## config.mk

```make
export PLATFORM = sky130hd
export DESIGN_NAME = ssi_slave
export DESIGN_NICKNAME = d
export VERILOG_FILES = /design/src/rtl/ssi_slave.sv
export SDC_FILE = /design/constraint.sdc
export NUM_CORES = 1
export LEC_CHECK = 0
export CAP_MARGIN = 20
export CORE_UTILIZATION = 59
export DETAILED_ROUTE_END_ITERATION = 16
export HOLD_SLACK_MARGIN = 0.12
export PLACE_DENSITY = 0.81
export SYNTH_ARGS = -nofsm -noshare
export SYNTH_HDL_FRONTEND = slang
export SYNTH_SLANG_ARGS = --single-unit
```

## constraint.sdc

```tcl
create_clock -name clk -period 4.63 [get_ports clk]
set_clock_uncertainty 0.2 [all_clocks]
set_input_delay 0.6945 -clock clk [delete_from_list [all_inputs] [get_ports clk]]
set_output_delay 0.6945 -clock clk [all_outputs]
set_load 0.02 [all_outputs]
```

## src/rtl/ssi_slave.sv

```systemverilog
// SSI slave / encoder emulator: latches a position word on the master's first falling
// clock edge and shifts it out MSB first, one bit per rising edge, until the monoflop expires.
module ssi_slave #(
    parameter int dim      = 32,
    parameter int monoflop = 1500
) (
    input  logic           clk,
    input  logic           rst,
    input  logic           ssi_clk_in,
    output logic           ssi_data_out,
    input  logic [dim-1:0] data_in,
    output logic           busy,
    output logic           frame_done,
    output logic           short_frame
);

    localparam int BW = $clog2(dim + 1);
    localparam int MW = $clog2(monoflop + 1);

    localparam logic [BW-1:0] BCNT_FULL = BW'(dim);
    localparam logic [BW-1:0] BCNT_ONE  = BW'(1);
    localparam logic [MW-1:0] MCNT_LAST = MW'(monoflop - 1);
    localparam logic [MW-1:0] MCNT_ONE  = MW'(1);

    typedef enum logic {
        IDLE,
        SHIFT
    } state_t;

    state_t         state;
    logic           s1, s2, s3;
    logic [dim-1:0] shreg;
    logic [BW-1:0]  bcnt;
    logic [MW-1:0]  mcnt;
    logic           rise;
    logic           fall;

    // s1 is the metastability stage; edges are judged from s2/s3 only.
    assign fall = ~s2 & s3;
    assign rise = s2 & ~s3;

    always_ff @(posedge clk) begin
        if (rst) begin
            state        <= IDLE;
            s1           <= 1'b1;
            s2           <= 1'b1;
            s3           <= 1'b1;
            shreg        <= '0;
            bcnt         <= '0;
            mcnt         <= '0;
            ssi_data_out <= 1'b1;
            busy         <= 1'b0;
            frame_done   <= 1'b0;
            short_frame  <= 1'b0;
        end else begin
            s1          <= ssi_clk_in;
            s2          <= s1;
            s3          <= s2;
            frame_done  <= 1'b0;
            short_frame <= 1'b0;

            case (state)
                IDLE: begin
                    ssi_data_out <= 1'b1;
                    busy         <= 1'b0;
                    if (fall) begin
                        shreg <= data_in;
                        bcnt  <= '0;
                        mcnt  <= '0;
                        busy  <= 1'b1;
                        state <= SHIFT;
                    end
                end

                SHIFT: begin
                    if (s2 && (mcnt == MCNT_LAST)) begin
                        state        <= IDLE;
                        ssi_data_out <= 1'b1;
                        busy         <= 1'b0;
                        frame_done   <= 1'b1;
                        short_frame  <= (bcnt < BCNT_FULL);
                        mcnt         <= '0;
                    end else if (rise) begin
                        mcnt <= '0;
                        if (bcnt < BCNT_FULL) begin
                            ssi_data_out <= shreg[dim-1];
                            shreg        <= {shreg[dim-2:0], 1'b0};
                            bcnt         <= bcnt + BCNT_ONE;
                        end else begin
                            // Master clocked past the word: pad with zeros.
                            ssi_data_out <= 1'b0;
                        end
                    end else if (s2) begin
                        mcnt <= mcnt + MCNT_ONE;
                    end else begin
                        mcnt <= '0;
                    end
                end

                default: state <= IDLE;
            endcase
        end
    end

endmodule

```

=== Yosys cells after proc, flatten, opt, wreduce, memory -nomap -nowiden ===
Cells that the tools add are included.

* Bits in registers: 57
* Input bits: 35
* Memory bits (writable): 0
* Memory bits (read-only): 0
* Bits in latches: 0
* Memories kept: 0
* Logic and storage cells: 56

* Mux-type cells: 25
* Bitwise logic cells: 6
* Multipliers: 0
* Order comparisons: 1
* Equal/unequal tests: 7
* Div/mod/pow operators: 0
* Add/subtract/negate cells: 2
* Shift operators: 0
* Reduce and logical (&&, ||, !) cells: 4

{| class="wikitable"
|+ Operator list
! cell !! number
|-
| 32-bit two-way mux || 4
|-
| 32-bit case mux with 2 select lines || 1
|-
| 11-bit two-way mux || 4
|-
| 6-bit two-way mux || 4
|-
| 11-bit case mux with 2 select lines || 1
|-
| 6-bit case mux with 2 select lines || 1
|-
| 11-bit by 1-bit adder with 11-bit output, second input constant || 1
|-
| 11-bit == test, second input constant || 1
|-
| 1-bit two-way mux || 7
|-
| 6-bit by 1-bit adder with 6-bit output, second input constant || 1
|-
| 6-bit less-than comparator, second input constant || 1
|-
| 2-bit by 1-bit inequality test with 1-bit output, second input constant || 3
|-
| 1-bit case mux with 2 select lines || 3
|-
| 2-bit inequality test, second input constant || 2
|-
| 1-bit NOT || 4
|-
| 4-bit AND reduction || 1
|-
| 3-bit by 1-bit inequality test with 1-bit output, second input constant || 1
|-
| 3-bit OR reduction || 1
|-
| 1-bit bitwise AND || 2
|-
| 2-bit OR reduction || 1
|-
| 1-bit logical AND || 1
|}

=== Logic depth before layout (Yosys ltp) ===
Gate-level depths: netlist of the first run.

* Depth after elaboration: 5
* Depth in mapped cells: 8
* Gate-level depth less buffers: 5

=== Worst setup path after synthesis of the first run ===
OpenSTA, ideal clock, no wires.

* Kind: in2reg
* Start point: input port rst
* End point: register shreg[10]
* Stages on the path: 4
* Arrival: 1.662 ns
* Path slack: 2.622 ns
* Required time: 4.284 ns
* Buffers on the path: 3
* Setup time: 0.146 ns
* Path through: clkbuf_1 > clkbuf_1 > clkbuf_1 > a211oi_2

{| class="wikitable"
|+ RTL lines
! element !! line !! RTL
|-
| start, declared || 8 || <nowiki>input logic rst,</nowiki>
|-
| end signal, assigned || 67 || <nowiki>shreg <= data_in;</nowiki>
|-
| end signal, assigned || 87 || <nowiki>shreg <= {shreg[dim-2:0], 1'b0};</nowiki>
|-
| end, declared || 32 || <nowiki>logic [dim-1:0] shreg;</nowiki>
|}

No word-level cell between the ends.

=== Worst setup path after layout of the first run ===
* Start point: register state
* End point: register shreg[11]

* Cells in the longest elaborated chain, start to end: 3

{| class="wikitable"
|+ RTL lines
! element !! line !! RTL
|-
| start, declared || 30 || <nowiki>state_t state;</nowiki>
|-
| start signal, assigned || 44 || <nowiki>state <= IDLE;</nowiki>
|-
| start signal, assigned || 71 || <nowiki>state <= SHIFT;</nowiki>
|-
| start signal, assigned || 77 || <nowiki>state <= IDLE;</nowiki>
|-
| 1-bit NOT (no source line) || n/a ||
|-
| 2-bit inequality test (no source line) || n/a ||
|-
| 4-bit AND reduction (no source line) || n/a ||
|}

Parallel ways exist; a longest one is shown, timed or not.
A chain may end at the register's enable or synchronous reset.

==> results.toml, run 1 <==
[status]
outcome = "finished clean"

[yosys]
synth_compound_area_frac = 0.2603
synth_top_cell_area_share = 0.4052
synthTopCellsByArea = "dfxtp_1, a211oi_2, mux2i_1"
synth-main-ff-cell = "dfxtp_1"
synthMuxAreaShare = 0.1173
synthXorXnorAreaFrac = 0.009329
syn_area_per_cell_sq_um = 9.987
syn-cell-area_sq_um = 2816
synth-simple-area-share = 0.1426
async_flop_share = 0
synth.yosys.warnings = 0
ys_types = 50
synth-edff-count = 0
synthAdderAreaFrac = 0.008885
ys_seq_elements = 57
seq_area_frac_synth = 0.4052
netlist_instances = 282
synth_fp_nets = 319
yosysTopAreaCell = "dfxtp_1"
synth_top_family_by_area = "compound AO/OA/AOI/OAI gates"

[final_layout]
layout.cells.non_filler = 366
final_cell_mix = "dfxtp_1, clkdlybuf4s50_1, a21oi_1"
num-fill-cells = 349
final_layout_size_suffix_gt1_frac = 0.1783
regMostFlops = "shreg"
nets = 346
n_antenna_cell = 0
syn_to_final_growth_pct = 18.35
layout_commonest_cell = "dfxtp_1"
reg_top3 = "shreg (32), mcnt (11), bcnt (6)"
largest_register_ffs = 32

[routing]
ant_nets = 0
routed_via_density = 6.139
routed_wl_um = 5873
drtIter0Drc = 157
first_pass_iters = 4
routedWlPerCell_um = 16.05
num_vias = 2247
route.detailed.drc = 0

[global_routing]
grt_antenna_before_repair = 0
grt_max_degree = 39
grt_first_pass_wirelength_um = 9522
grt_pass1_vias = 2090
grtUsageTotal = 0.2447
grt_overflow = 0

[pwr]
vdd_drop_max_v = 0.0002350
p_per_area_nw_per_um2 = 329.3
p_leak_uw = 0.001132

[floorplanning]
initial_core_util = 0.6295
die_w_um = 71.09
core_area_sq_um = 4474
fp.dieH_um = 71.09
io_pins = 39
die_area_sq_um = 5054
rows = 24

[critical_path]
end_kind = "register"
worstPathRequired_ns = 4.63
crit_family = "simple AND/OR/NAND/NOR gates"
cp_num_buf_inv = 0
cp_max_fo = 34
start_kind = "register"
critPathArrivalTime_ns = 2.60
crit_type = "register to register"
max_stage_delay_ns = 0.71
path_cells = "and4bb_1, or2_1, and2_4, a211oi_2"
critPathSlowestCell = "dfxtp_2"

[clocking]
h-tree-depth = 3
clockBufferDepth = 2
post_cts_buffers = 0
clock_latency_ns = 0.35
cts_tree = "done"
cts_resized = 0
clock-root-buffer = "clkbuf_8"
numCtsBuffers = 9
path_clk_slew_ns = 0.06
cts_num_sinks = 57
cts_hold_buf = 0

[placed_design]
portBuffers = 38
dp_cells = 350
gp_congestion = 0.8205
post-place-ws_ns = 2.089
dp_hpwl_um = 3621

[sta]
slew_viol_final = 0
rsz0062_at_grt = "false"
final-hold-violation-count = 0
setup_ws_ns = 2.030
layout_min_cycle_time_ns = 2.600
min_period_over_period = 0.5616
tns_ns = 0
max-slew-margin-rel = 0.5761
holdWs_ns = 0.2129
tightest_slew_ns = 0.6358
fmax_mhz = 384.6
final-setup-viol-count = 0

[min_path]
hold_class = "register to register"

[run]
maxCapViolCount = 0
## per-layer routing
layer	GRT usage	vias to the layer above	routed length (um)
li1	-	1113	-
met1	0.3105	1065	2756
met2	0.3814	55	2695
met3	0.05271	14	256
met4	0.1511	0	165
met5	0	-	0
## per-stage QoR
stage,util,total power (uW),area (sq um)
3_5_place_dp,0.7019,657.5,3141
5_1_grt,0.7450,1129,3333
3_3_place_gp,0.7019,655.0,3141
2_1_floorplan,-,616.7,2816
4_1_cts,0.7450,1097,3333
6_report,0.7450,1097,3333
## synth_stat cells, types with 4 or more instances
cell,count
a211oi_1,4
a211oi_2,28
a21oi_1,36
a31oi_1,6
and3_1,4
buf_2,10
buf_6,4
clkbuf_1,9
dfxtp_1,57
mux2i_1,33
nand2_1,8
nand3_1,6
nand4_1,4
nor2_1,9
nor3_1,7
o21ai_0,6
## report_power, final
group / leakage [uW] / total (uW) / internal, uW / switching, uW
logic: 0.000565 / 123 / 63.7 / 59.6
clock network: 0.000102 / 450 / 251 / 199
registers: 0.000464 / 524 / 509 / 15.2
## worst reg2reg max path: stages, from the launching register on
cell and delay (ns):
dfxtp_2 0.71, and4bb_1 0.30, or2_1 0.48, and2_4 0.62, a211oi_2 0.15
## final timing paths
kind / start / to / slack (ns) / cells after the start
max: state / shreg[11] / 2.03 / 4
min: s1 / s2 / 0.21 / 1
max reg2reg: state / shreg[11] / 2.03 / 4
min reg2reg: s1 / s2 / 0.21 / 1
## kinds of logic (layout without fill, tap and decap cells)
| logic type | Yosys count | count (layout) |
|---|---|---|
| AOI/OAI and AO/OA | 93 | 93 |
| and+or+nand+nor | 65 | 65 |
| DFF | 57 | 57 |
| muxes | 33 | 33 |
| buffers and inverters | 29 | 61 |
| xor gates and xnor gates | 3 | 3 |
| adders and majority gates | 2 | 2 |
## layout make-up
type,instances,area (sq um),share of cell area
Clock buffer,14,182.7,0.05480
Clock inverter,2,10.01,0.003003
Inverter,3,11.26,0.003378
Multi-Input combinational cell,196,1516,0.4550
Sequential cell,57,1142,0.3427
Tap cell,52,65.06,0.01952
Timing Repair Buffer,42,405.4,0.1216
(Power assumes the default switching activity.)
==> run 2: changes to the inputs <==
Settings changed: CORE_UTILIZATION 59 to 49, PLACE_DENSITY 0.81 to 0.71.
Clock period 4.63 ns to 2.3 ns, I/O delays scaled along.
==> results.toml, run 2 (synthesized netlist as in run 1, its figures left out) <==
[min_path]
hold_class = "register to register"
holdCritStartpoint = "s1"
holdPathEnd = "s2"
hold-path-cell-count = 1

[placed_design]
gp_congestion = 0.7747
post-place-ws_ns = 0.2826
portBuffers = 38
place_area_sq_um = 3196
dp_hpwl_um = 3573

[floorplanning]
io_pins = 39
initial_core_util = 0.5115
die_w_um = 77.82
rows = 27
die_area_sq_um = 6055
fp.dieH_um = 77.82
core_area_sq_um = 5507

[clocking]
clock-root-buffer = "clkbuf_8"
cts_resized = 0
post_cts_buffers = 0
path_clk_slew_ns = 0.06
cts_hold_buf = 0
h-tree-depth = 3
numCtsBuffers = 9
clock_latency_ns = 0.32
cts_tree = "done"
clockBufferDepth = 2
cts_num_sinks = 57

[final_layout]
nets = 350
regMostFlops = "shreg"
layout_commonest_cell = "dfxtp_1"
final_cell_mix = "dfxtp_1, clkdlybuf4s50_1, a21oi_1"
fin_area_sq_um = 3412
final_layout_size_suffix_gt1_frac = 0.1867
syn_to_final_growth_pct = 21.15
reg_top3 = "shreg (32), mcnt (11), bcnt (6)"
largest_register_ffs = 32
n_antenna_cell = 0

[routing]
routed_wl_um = 5581
first_pass_iters = 4
num_vias = 2209
route.detailed.drc = 0
drtIter0Drc = 143
routedWlPerCell_um = 14.38
routed_via_density = 5.693
ant_nets = 0

[critical_path]
worstPathRequired_ns = 2.34
reg2regPathDepth = 5
r2r_end = "bcnt[1]"
end_kind = "register"
crit_type = "register to register"
rrSetupSlack_ns = 0.26
start_kind = "register"
r2r-start = "mcnt[0]"
critPathArrivalTime_ns = 2.07
cp_max_fo = 34

[pwr]
power.internal_uw = 1812
pwr-share-seq = 0.451
combPwrFrac = 0.110
p_clk_frac = 0.439
p_sw_frac = 0.2209
p_per_area_nw_per_um2 = 681.7
vdd_drop_max_v = 0.0004631
p_leak_uw = 0.001160
p_sw_uw = 513.9

[run]
maxCapViolCount = 0

[sta]
tns_ns = 0
rsz0062_at_grt = "false"
min_period_over_period = 0.8850
tightest_slew_ns = 0.5275
setup_ws_ns = 0.2645
max-slew-margin-rel = 0.6483
final-setup-viol-count = 0
slew_viol_final = 0
layout_min_cycle_time_ns = 2.035
holdWs_ns = 0.2129
fmax_mhz = 491.3
final-hold-violation-count = 0

[global_routing]
grt_overflow = 0
grt_antenna_before_repair = 0
grt_first_pass_wirelength_um = 9453
grt_pass1_vias = 1992
grtUsageTotal = 0.1986
grt_max_degree = 35

[status]
outcome = "finished clean"
[run 2: cell count changes in the layout (fill, tap and decap cells not counted), sizes merged]
cell | previous run | this run
clkbuf | 14 | 11
clkinv | 2 | 1
bufinv | 0 | 2
buf | 5 | 9
[run 2: worst max-delay path, cell delays in order (launching register included)]
cell	delay [ns]
dfxtp_1	0.39
ha_1	0.23
and4b_1	0.33
nand4_2	0.16
and2_4	0.37
o32ai_1	0.26
[run 2: per-stage QoR]
step	util	total power (uW)	cells
after floorplan	-	1241	282
after global placement	0.5803	1324	374
after detailed placement	0.5803	1327	374
after CTS	0.6196	2355	388
after global routing	0.6196	2423	388
final	0.6196	2326	388
[run 2: final cells by class]
class                           instances  area (sq um)
Clock buffer                           11         151.4
Clock inverter                          3         65.06
Fill cell                             490          2095
Inverter                                3         11.26
Multi-Input combinational cell        196          1516
Sequential cell                        57          1142
Tap cell                               72         90.09
Timing Repair Buffer                   46         435.4
[run 2: worst max-delay path by stage]
stage,from,to,slack [ns],cells past startpoint
final,mcnt[0],bcnt[1],0.26,5
after global routing,mcnt[0],bcnt[1],0.12,5
after CTS,mcnt[0],shreg[18],0.26,5
after detailed placement,mcnt[0],bcnt[1],0.28,5
after global placement,mcnt[0],bcnt[1],0.31,5
after floorplan,mcnt[0],shreg[11],0.43,8
[run 2: power by group through the flow]
stage | Sequential, uW | Clock, uW | Combinational (uW)
floorplan | 1060 | 0 | 179
CTS | 1050 | 1050 | 258
finish | 1050 | 1020 | 257
detailed placement | 1070 | 0 | 258
global placement | 1070 | 0 | 256
global route | 1050 | 1090 | 280
[run 2: routing by layer]
metal | part of all wire | routed length (um) | vias to the layer above | global-route usage
met5 | 0 | 0 | - | 0
met4 | 0.010 | 57 | 0 | 0.08868
met3 | 0.046 | 258 | 7 | 0.04118
met2 | 0.44 | 2480 | 49 | 0.2938
met1 | 0.50 | 2784 | 1029 | 0.2766
li1 | - | - | 1124 | -
